--- src/rtl/data_mem_responder_pkg.sv ---
// ----------------------------------------------------------------------------
// Module   : dmem_pkg
// Brief    : Shared types and constants for the data memory responder.
// Revision : 1.0
// ----------------------------------------------------------------------------
`default_nettype none

package dmem_pkg;

  localparam int DMEM_WORD_W  = 32;
  localparam int DMEM_BE_W    = 4;
  localparam int DMEM_CAUSE_W = 2;

  typedef enum logic [1:0] {
    IDLE = 2'd0,
    WAIT = 2'd1,
    RESP = 2'd2
  } dmem_state_e;

  localparam logic [DMEM_CAUSE_W-1:0] DMEM_ERR_NONE     = 2'd0;
  localparam logic [DMEM_CAUSE_W-1:0] DMEM_ERR_MISALIGN = 2'd1;
  localparam logic [DMEM_CAUSE_W-1:0] DMEM_ERR_RANGE    = 2'd2;

endpackage

`default_nettype wire

--- src/rtl/data_mem_responder_if.sv ---
// ----------------------------------------------------------------------------
// Module   : data_mem_responder_if
// Brief    : Load/store request/response bundle between core and data memory.
// Revision : 1.0
// ----------------------------------------------------------------------------
`default_nettype none

interface data_mem_responder_if;
  import dmem_pkg::*;

  logic                   req_i;
  logic                   we_i;
  logic [DMEM_WORD_W-1:0] addr_i;
  logic [DMEM_WORD_W-1:0] wdata_i;
  logic [DMEM_BE_W-1:0]   be_i;
  logic                   ready_o;
  logic [DMEM_WORD_W-1:0] rdata_o;
  logic                   err_o;
  logic                   busy_o;

  modport master (
    output req_i, we_i, addr_i, wdata_i, be_i,
    input  ready_o, rdata_o, err_o, busy_o
  );

  modport slave (
    input  req_i, we_i, addr_i, wdata_i, be_i,
    output ready_o, rdata_o, err_o, busy_o
  );

endinterface

`default_nettype wire

--- src/rtl/data_mem_responder_array.sv ---
// ----------------------------------------------------------------------------
// Module   : dmem_array
// Brief    : DEPTH_WORDS x 32 storage, per-byte write enable, async read port.
// Revision : 1.0
// ----------------------------------------------------------------------------
`default_nettype none

module dmem_array
  import dmem_pkg::*;
#(
  parameter  int DEPTH_WORDS = 128,
  localparam int c_AW        = $clog2(DEPTH_WORDS)
) (
  input  wire logic                   clk_i,
  input  wire logic                   i_we,
  input  wire logic [DMEM_BE_W-1:0]   i_be,
  input  wire logic [c_AW-1:0]        i_addr,
  input  wire logic [DMEM_WORD_W-1:0] i_wdata,
  output logic      [DMEM_WORD_W-1:0] o_rdata
);

  logic [DMEM_WORD_W-1:0] r_mem [DEPTH_WORDS];

  always_ff @(posedge clk_i) begin
    if (i_we) begin
      for (int k = 0; k < DMEM_BE_W; k++) begin
        if (i_be[k]) begin
          r_mem[i_addr][8*k +: 8] <= i_wdata[8*k +: 8];
        end
      end
    end
  end

  assign o_rdata = r_mem[i_addr];

endmodule

`default_nettype wire

--- src/rtl/data_mem_responder.sv ---
// ----------------------------------------------------------------------------
// Module   : data_mem_responder
// Brief    : Wait-state data memory responder: FSM, request latch, error decode.
// Revision : 1.0
// ----------------------------------------------------------------------------
`default_nettype none

module data_mem_responder
  import dmem_pkg::*;
#(
  parameter int DEPTH_WORDS = 128,
  parameter int LATENCY     = 2
) (
  input  wire logic       clk_i,
  input  wire logic       rst_i,
  data_mem_responder_if.slave bus
);

  localparam int         c_AW        = $clog2(DEPTH_WORDS);
  localparam logic [3:0] c_WAIT_LOAD = (LATENCY > 0) ? 4'(LATENCY - 1) : 4'd0;

  dmem_state_e r_state;
  dmem_state_e w_next_state;
  logic [3:0]  r_cnt;
  logic [3:0]  w_next_cnt;

  logic                          r_we;
  logic [DMEM_WORD_W-1:0]        r_addr;
  logic [DMEM_WORD_W-1:0]        r_wdata;
  logic [DMEM_BE_W-1:0]          r_be;

  logic                          w_resp;
  logic                          w_accept;
  logic [DMEM_CAUSE_W-1:0]       w_cause;
  logic                          w_err;
  logic                          w_wr_en;
  logic [c_AW-1:0]               w_idx;
  logic [DMEM_WORD_W-1:0]        w_rd;

  assign w_resp   = (r_state == RESP);
  assign w_accept = bus.req_i && ((r_state == IDLE) || w_resp);

  always_comb begin
    w_next_state = r_state;
    w_next_cnt   = r_cnt;
    case (r_state)
      IDLE, RESP: begin
        if (bus.req_i) begin
          if (LATENCY == 0) begin
            w_next_state = RESP;
          end else begin
            w_next_state = WAIT;
            w_next_cnt   = c_WAIT_LOAD;
          end
        end else begin
          w_next_state = IDLE;
        end
      end
      WAIT: begin
        if (r_cnt == 4'd0) begin
          w_next_state = RESP;
        end else begin
          w_next_cnt = r_cnt - 4'd1;
        end
      end
      default: w_next_state = IDLE;
    endcase
  end

  always_ff @(posedge clk_i) begin
    if (rst_i) begin
      r_state <= IDLE;
      r_cnt   <= 4'd0;
      r_we    <= 1'b0;
      r_addr  <= '0;
      r_wdata <= '0;
      r_be    <= '0;
    end else begin
      r_state <= w_next_state;
      r_cnt   <= w_next_cnt;
      if (w_accept) begin
        r_we    <= bus.we_i;
        r_addr  <= bus.addr_i;
        r_wdata <= bus.wdata_i;
        r_be    <= bus.be_i;
      end
    end
  end

  // Depth is a power of two, so any set bit above the index field is out of range.
  always_comb begin
    w_cause = DMEM_ERR_NONE;
    if (r_addr[1:0] != 2'b00) begin
      w_cause = DMEM_ERR_MISALIGN;
    end else if (|(r_addr >> (c_AW + 2))) begin
      w_cause = DMEM_ERR_RANGE;
    end
  end

  assign w_err   = (w_cause != DMEM_ERR_NONE);
  assign w_idx   = r_addr[c_AW+1:2];
  assign w_wr_en = w_resp && r_we && !w_err && !rst_i;

  dmem_array #(
    .DEPTH_WORDS (DEPTH_WORDS)
  ) u_array (
    .clk_i   (clk_i),
    .i_we    (w_wr_en),
    .i_be    (r_be),
    .i_addr  (w_idx),
    .i_wdata (r_wdata),
    .o_rdata (w_rd)
  );

  assign bus.ready_o = w_resp;
  assign bus.err_o   = w_resp && w_err;
  assign bus.rdata_o = (w_resp && !r_we && !w_err) ? w_rd : '0;
  assign bus.busy_o  = (r_state != IDLE);

endmodule

`default_nettype wire

--- src/flat_wrapper.sv ---
// flat-port wrapper written by rule: the top's interface ports become plain ports
module data_mem_responder_flat import dmem_pkg::*;
#(
  parameter int DEPTH_WORDS = 128,
  parameter int LATENCY     = 2
)
  (clk_i, rst_i, bus_req_i, bus_we_i, bus_addr_i, bus_wdata_i, bus_be_i, bus_ready_o, bus_rdata_o, bus_err_o, bus_busy_o);
  data_mem_responder_if bus_i ();
  input  wire logic clk_i;
  input  wire logic rst_i;
  input wire logic [$bits(bus_i.req_i)-1:0] bus_req_i;
  input wire logic [$bits(bus_i.we_i)-1:0] bus_we_i;
  input wire logic [$bits(bus_i.addr_i)-1:0] bus_addr_i;
  input wire logic [$bits(bus_i.wdata_i)-1:0] bus_wdata_i;
  input wire logic [$bits(bus_i.be_i)-1:0] bus_be_i;
  output wire logic [$bits(bus_i.ready_o)-1:0] bus_ready_o;
  output wire logic [$bits(bus_i.rdata_o)-1:0] bus_rdata_o;
  output wire logic [$bits(bus_i.err_o)-1:0] bus_err_o;
  output wire logic [$bits(bus_i.busy_o)-1:0] bus_busy_o;
  assign bus_i.req_i = bus_req_i;
  assign bus_i.we_i = bus_we_i;
  assign bus_i.addr_i = bus_addr_i;
  assign bus_i.wdata_i = bus_wdata_i;
  assign bus_i.be_i = bus_be_i;
  assign bus_ready_o = bus_i.ready_o;
  assign bus_rdata_o = bus_i.rdata_o;
  assign bus_err_o = bus_i.err_o;
  assign bus_busy_o = bus_i.busy_o;
  data_mem_responder #(.DEPTH_WORDS(DEPTH_WORDS), .LATENCY(LATENCY)) u_core (.clk_i(clk_i), .rst_i(rst_i), .bus(bus_i));
endmodule
--- config.mk ---
export PLATFORM = sky130hd
export DESIGN_NAME = data_mem_responder_flat
export DESIGN_NICKNAME = d
export VERILOG_FILES = /design/src/rtl/data_mem_responder_pkg.sv /design/src/rtl/data_mem_responder_if.sv /design/src/rtl/data_mem_responder_array.sv /design/src/rtl/data_mem_responder.sv /design/src/flat_wrapper.sv
export SDC_FILE = /design/constraint.sdc
export NUM_CORES = 2
export LEC_CHECK = 0
export ABC_AREA = 0
export CORE_MARGIN = 1
export CORE_UTILIZATION = 43
export DETAILED_ROUTE_END_ITERATION = 6
export HOLD_SLACK_MARGIN = 0.05
export PLACE_DENSITY = 0.61
export SETUP_SLACK_MARGIN = 0.4
export SYNTH_ARGS = -nofsm -noshare
export SYNTH_HDL_FRONTEND = slang
export SYNTH_HIERARCHICAL = 1
export SYNTH_SLANG_ARGS = --single-unit
--- constraint.sdc ---
create_clock -name clk_i -period 4.05 [get_ports clk_i]
set_clock_uncertainty 0.2 [all_clocks]
set_input_delay 0.81 -clock clk_i [delete_from_list [all_inputs] [get_ports clk_i]]
set_output_delay 0.81 -clock clk_i [all_outputs]
set_load 0.1 [all_outputs]
==> results list <==
- Worst Hold Endpoint: u_core/r_wdata[30]
- Syn avg cell area: about 16 um2
* Sw power: 22100 uW
* Cell at the root of the clock tree: sky130_fd_sc_hd__clkbuf_16
- Power density over cell area: 470 mW/mm2
- For this run, design rule violations remaining after detail routing come to 12.
- TritonCTS built the clock tree.
* Hold Vio Cnt, Final: 0
- Total track usage: 0.290
- The share of total power dissipated in the clock network is 0.398.
* Initial core utilization: 0.432
- The via count of the first global-routing pass is 103k.
- Relative to the synthesized area, the layout overhead comes to 24.1%.
* Floorplan die width: 614 um
* Share of flip-flops with an asynchronous set or reset: 0
* Number of setup violations in the final report: 32
* Top-Level Pins: 107
- For the worst setup path, the data required time is ~3.0 ns.
- At the end of the flow, the number of nets in the layout was 11.6k.
* Clock input transition at the sequential cells of the worst setup and hold paths: 0.06 ns
- Via-per-instance ratio: approximately 6.4
- For this run, the top clock speed supported by timing is between 150 and 200 MHz.
- Run status: finished, violations left
* Synth Instances: roughly 10k
- Share of synthesized area occupied by flip-flops and latches: 0.772
- The first detailed-routing pass took 7 iterations.
- The number of clock buffers added by TritonCTS is a little over 400.
- Row generation in the floorplan step produced between 200 and 250 rows.
- First DRT Iteration DRCs: ~17k
- The worst register-to-register path begins at u_core/r_addr[6].
- Yosys cell types: between 70 and 80
- Summed over all layers, the global routing overflow is 0.
- The number of nets in the synthesized netlist is between 10k and 15k.
- The congestion estimate from routability-driven global placement came to about 0.95.
- The share of total power dissipated in combinational logic is 0.092.
- Yosys warning total: 6
- Total vias in the final route: 108k
- Counting cells, the worst reg-to-reg path comes to 9.
- Internal power: 71900 uW
- Post-place setup slack: -1.20 ns
- Kind of start point of the critical path: flip-flop
- After floorplanning, the core was sized to cover approximately 0.37 mm2.
- On the final layout, the worst hold slack is ~0.17 ns.
- Final critical-path share of the clock period: 1.34
- Entering global routing, the biggest net connects between 100 and 150 pins.
- Final Slew Violations: 0
- Type of element capturing the critical path: output pin
- Counting flops and latches in the post-synthesis netlist gives between 4k and 5k.
* Leakage component of the power: 0.0640 uW
- Summing all placed instances gives a cell area of approximately 0.18 mm2.
- Die extent in y: 614 um
* IR drop worst, VDD: 0.384 mV
- For the pin with the worst max-slew slack, the measured transition is around 1.4 ns.
- Post-layout minimum cycle time: around 5.4 ns
- In this run, synthesis inferred a little over 4k flip-flops with an integrated enable.
- Post-DR wirelength/cell: 33.6 um
- CTS sink count: roughly 4.2k
- The critical path in this run is classified as flip-flop to output pin.
* Clock insertion delay at the later pin of the skew report: around 0.99 ns
- In the post-route analysis, the smallest setup slack over all paths is -1.37 ns.
- Net switching share of the total power: 0.235
- Crit path arrival time: between 4 and 5 ns
- Class of the most critical hold timing path: input pin to flip-flop
* Wire length of the first global-routing pass: 784000 um
* Count of buffers from port buffering: between 100 and 150
* Routed wire length: ~570000 um
* Violations in the final reports: design-rule violations, negative setup slack
- The floorplan step defined a die boundary enclosing between 0.3 and 0.4 mm2.
- In the synthesized netlist the dominant register cell turns out to be sky130_fd_sc_hd__edfxtp_1.
* MaxCap Viol Count: 0
* Half-perimeter wire length after placement: about 360000 um
- Hold Path Origin: bus_wdata_i[30]
- RR Endpoint: u_core/u_array/r_mem[74][17]
* Number of nets with antenna violations after detailed routing: 0
- After routing the design area is ~0.2 mm2.
- Setup repair after global routing could not meet its margin everywhere.
* Post-layout total power: 94100 uW
- Antenna violations before repair: 35
- In this run the cell area of the synthesized design comes to approximately 0.16 mm2.
- In this run the worst path has a maximum fanout of 10.
* H-tree depth reported by CTS: 5
- No sink is reached through more buffers than the 4 on the longest clock path.
* Cell depth of the worst min-delay path: 3
* Sequential group share of total power: 0.510
- Hold bufs inserted after CTS: 0
* Share of layout cells above drive strength 1: 0.270
- Worst-case headroom to the max-slew limit: 0.0767
- Register-to-Register Setup Slack: between 0.4 and 0.5 ns
[cell type report]
class	instances	area (um2)
antenna	22	55.1
clock buffer	493	10700
clock inverter	251	2270
fill	29500	173000
inverter	7	53.8
multi-input combinational	4989	36000
sequential	4171	125000
tap	4972	6220
timing repair buffer	1947	20100
[layout by cell type (no fill, tap or decap), types with 23 or more instances in the layout]
cell type,count
sky130_fd_sc_hd__a221oi_2,86
sky130_fd_sc_hd__clkbuf_16,425
sky130_fd_sc_hd__buf_12,280
sky130_fd_sc_hd__o22ai_1,314
sky130_fd_sc_hd__buf_4,1438
sky130_fd_sc_hd__a221oi_1,566
sky130_fd_sc_hd__mux2i_1,304
sky130_fd_sc_hd__nor2b_1,26
sky130_fd_sc_hd__clkbuf_1,75
sky130_fd_sc_hd__a22oi_1,559
sky130_fd_sc_hd__mux4_2,67
sky130_fd_sc_hd__clkinv_1,100
sky130_fd_sc_hd__edfxtp_1,4096
sky130_fd_sc_hd__clkdlybuf4s50_1,70
sky130_fd_sc_hd__mux2_2,167
sky130_fd_sc_hd__buf_8,23
sky130_fd_sc_hd__clkinv_2,72
sky130_fd_sc_hd__a21oi_1,664
sky130_fd_sc_hd__o21ai_0,227
sky130_fd_sc_hd__buf_16,34
sky130_fd_sc_hd__nor2_1,801
sky130_fd_sc_hd__o22ai_2,42
sky130_fd_sc_hd__dfxtp_4,38
sky130_fd_sc_hd__bufinv_16,37
sky130_fd_sc_hd__nand3b_1,33
sky130_fd_sc_hd__nand2_1,429
sky130_fd_sc_hd__nor3_4,37
sky130_fd_sc_hd__dfxtp_1,36
sky130_fd_sc_hd__a22oi_2,23
sky130_fd_sc_hd__a22o_1,25
sky130_fd_sc_hd__a21oi_2,62
sky130_fd_sc_hd__buf_6,72
sky130_fd_sc_hd__o22a_1,24
sky130_fd_sc_hd__o221ai_1,28
sky130_fd_sc_hd__a211oi_1,25
sky130_fd_sc_hd__o21ai_1,66
[sequential cells by signal, indices dropped and copies added, names as in the netlist]
name / flops
u_core/u_array/r_mem: 4096
u_core/r_be: 4
u_core/r_we: 1
u_core/r_wdata: 32
u_core/r_cnt: 4
u_core/r_addr: 32
u_core/r_state: 2
[power by group through the flow]
stage / clock network, uW / registers [uW] / logic [uW]
after global routing: 39200 / 48000 / 8750
after CTS: 37600 / 48000 / 8140
after global placement: 0 / 48900 / 7390
after detailed placement: 0 / 48900 / 7450
final: 37400 / 48000 / 8610
after floorplan: 0 / 48900 / 3220
[what timing repair did]
item,in CTS,in global routing
gates resized for setup,488,251
cloned,27,6
buffers inserted,83,13
setup endpoints to repair,34,33
pin swaps,114,75
hold endpoints to repair,0,0
[cells by family (layout without fill, tap and decap cells)]
family          Yosys count  after routing  synth area share
simple gates           1492           1492            0.0380
buf+inv                 830           2698            0.0234
fa+ha+maj                 1              1         0.0000776
mux                     546            546            0.0404
compound gates         2950           2950             0.126
other cells               0             22                 0
flops                  4171           4171             0.772
[worst max-delay path by stage]
stage               depth (start not counted)              end             start
CTS                                        16  bus_rdata_o[17]  u_core/r_addr[4]
floorplan                                  12  bus_rdata_o[28]  u_core/r_addr[4]
finish                                     14  bus_rdata_o[17]  u_core/r_addr[4]
global placement                           14  bus_rdata_o[17]  u_core/r_addr[3]
global route                               15   bus_rdata_o[6]  u_core/r_addr[4]
detailed placement                         13  bus_rdata_o[12]  u_core/r_addr[3]
[layer usage]
metal  GRT usage  wire (um)
met1       0.391     210000
met2       0.441     253000
met3      0.0672      70700
met4       0.149      33000
met5           0        425
[synthesized netlist by cell type (55+ instances only)]
library cell	count	area (um2)
sky130_fd_sc_hd__a21oi_1	731	3660
sky130_fd_sc_hd__a221oi_1	656	5750
sky130_fd_sc_hd__a22oi_1	582	4370
sky130_fd_sc_hd__buf_1	119	447
sky130_fd_sc_hd__buf_2	280	1400
sky130_fd_sc_hd__buf_4	55	413
sky130_fd_sc_hd__clkbuf_1	356	1340
sky130_fd_sc_hd__dfxtp_1	75	1500
sky130_fd_sc_hd__edfxtp_1	4096	123000
sky130_fd_sc_hd__mux2_2	167	1880
sky130_fd_sc_hd__mux2i_1	311	3110
sky130_fd_sc_hd__mux4_2	67	1510
sky130_fd_sc_hd__nand2_1	455	1710
sky130_fd_sc_hd__nor2_1	821	3080
sky130_fd_sc_hd__nor3_1	56	280
sky130_fd_sc_hd__o21ai_0	314	1570
sky130_fd_sc_hd__o22ai_1	356	2230
[worst max-delay path, stage by stage (launching register included)]
cell and delay [ns]:
sky130_fd_sc_hd__dfxtp_4 0.37, sky130_fd_sc_hd__buf_8 0.15, sky130_fd_sc_hd__and3b_4 0.40, sky130_fd_sc_hd__buf_12 0.23
sky130_fd_sc_hd__buf_16 0.17, sky130_fd_sc_hd__buf_4 0.13, sky130_fd_sc_hd__a221oi_2 0.09, sky130_fd_sc_hd__o22ai_1 0.18
sky130_fd_sc_hd__a2111oi_2 0.10, sky130_fd_sc_hd__buf_4 0.21, sky130_fd_sc_hd__o311ai_4 0.60, sky130_fd_sc_hd__buf_4 0.22
sky130_fd_sc_hd__nand3b_1 0.12, sky130_fd_sc_hd__nor3_4 0.22, sky130_fd_sc_hd__buf_12 0.21
[per-stage QoR]
stage                      util  instances  setup TNS, ns
final                     0.537      16900         -38.08
after global routing      0.537      16800         -39.81
after CTS                 0.533      16800         -38.54
after detailed placement  0.488      16000         -17.39
after global placement    0.488      16000         -19.54
after floorplan               -       9990              0
(Power assumes the default switching activity.)
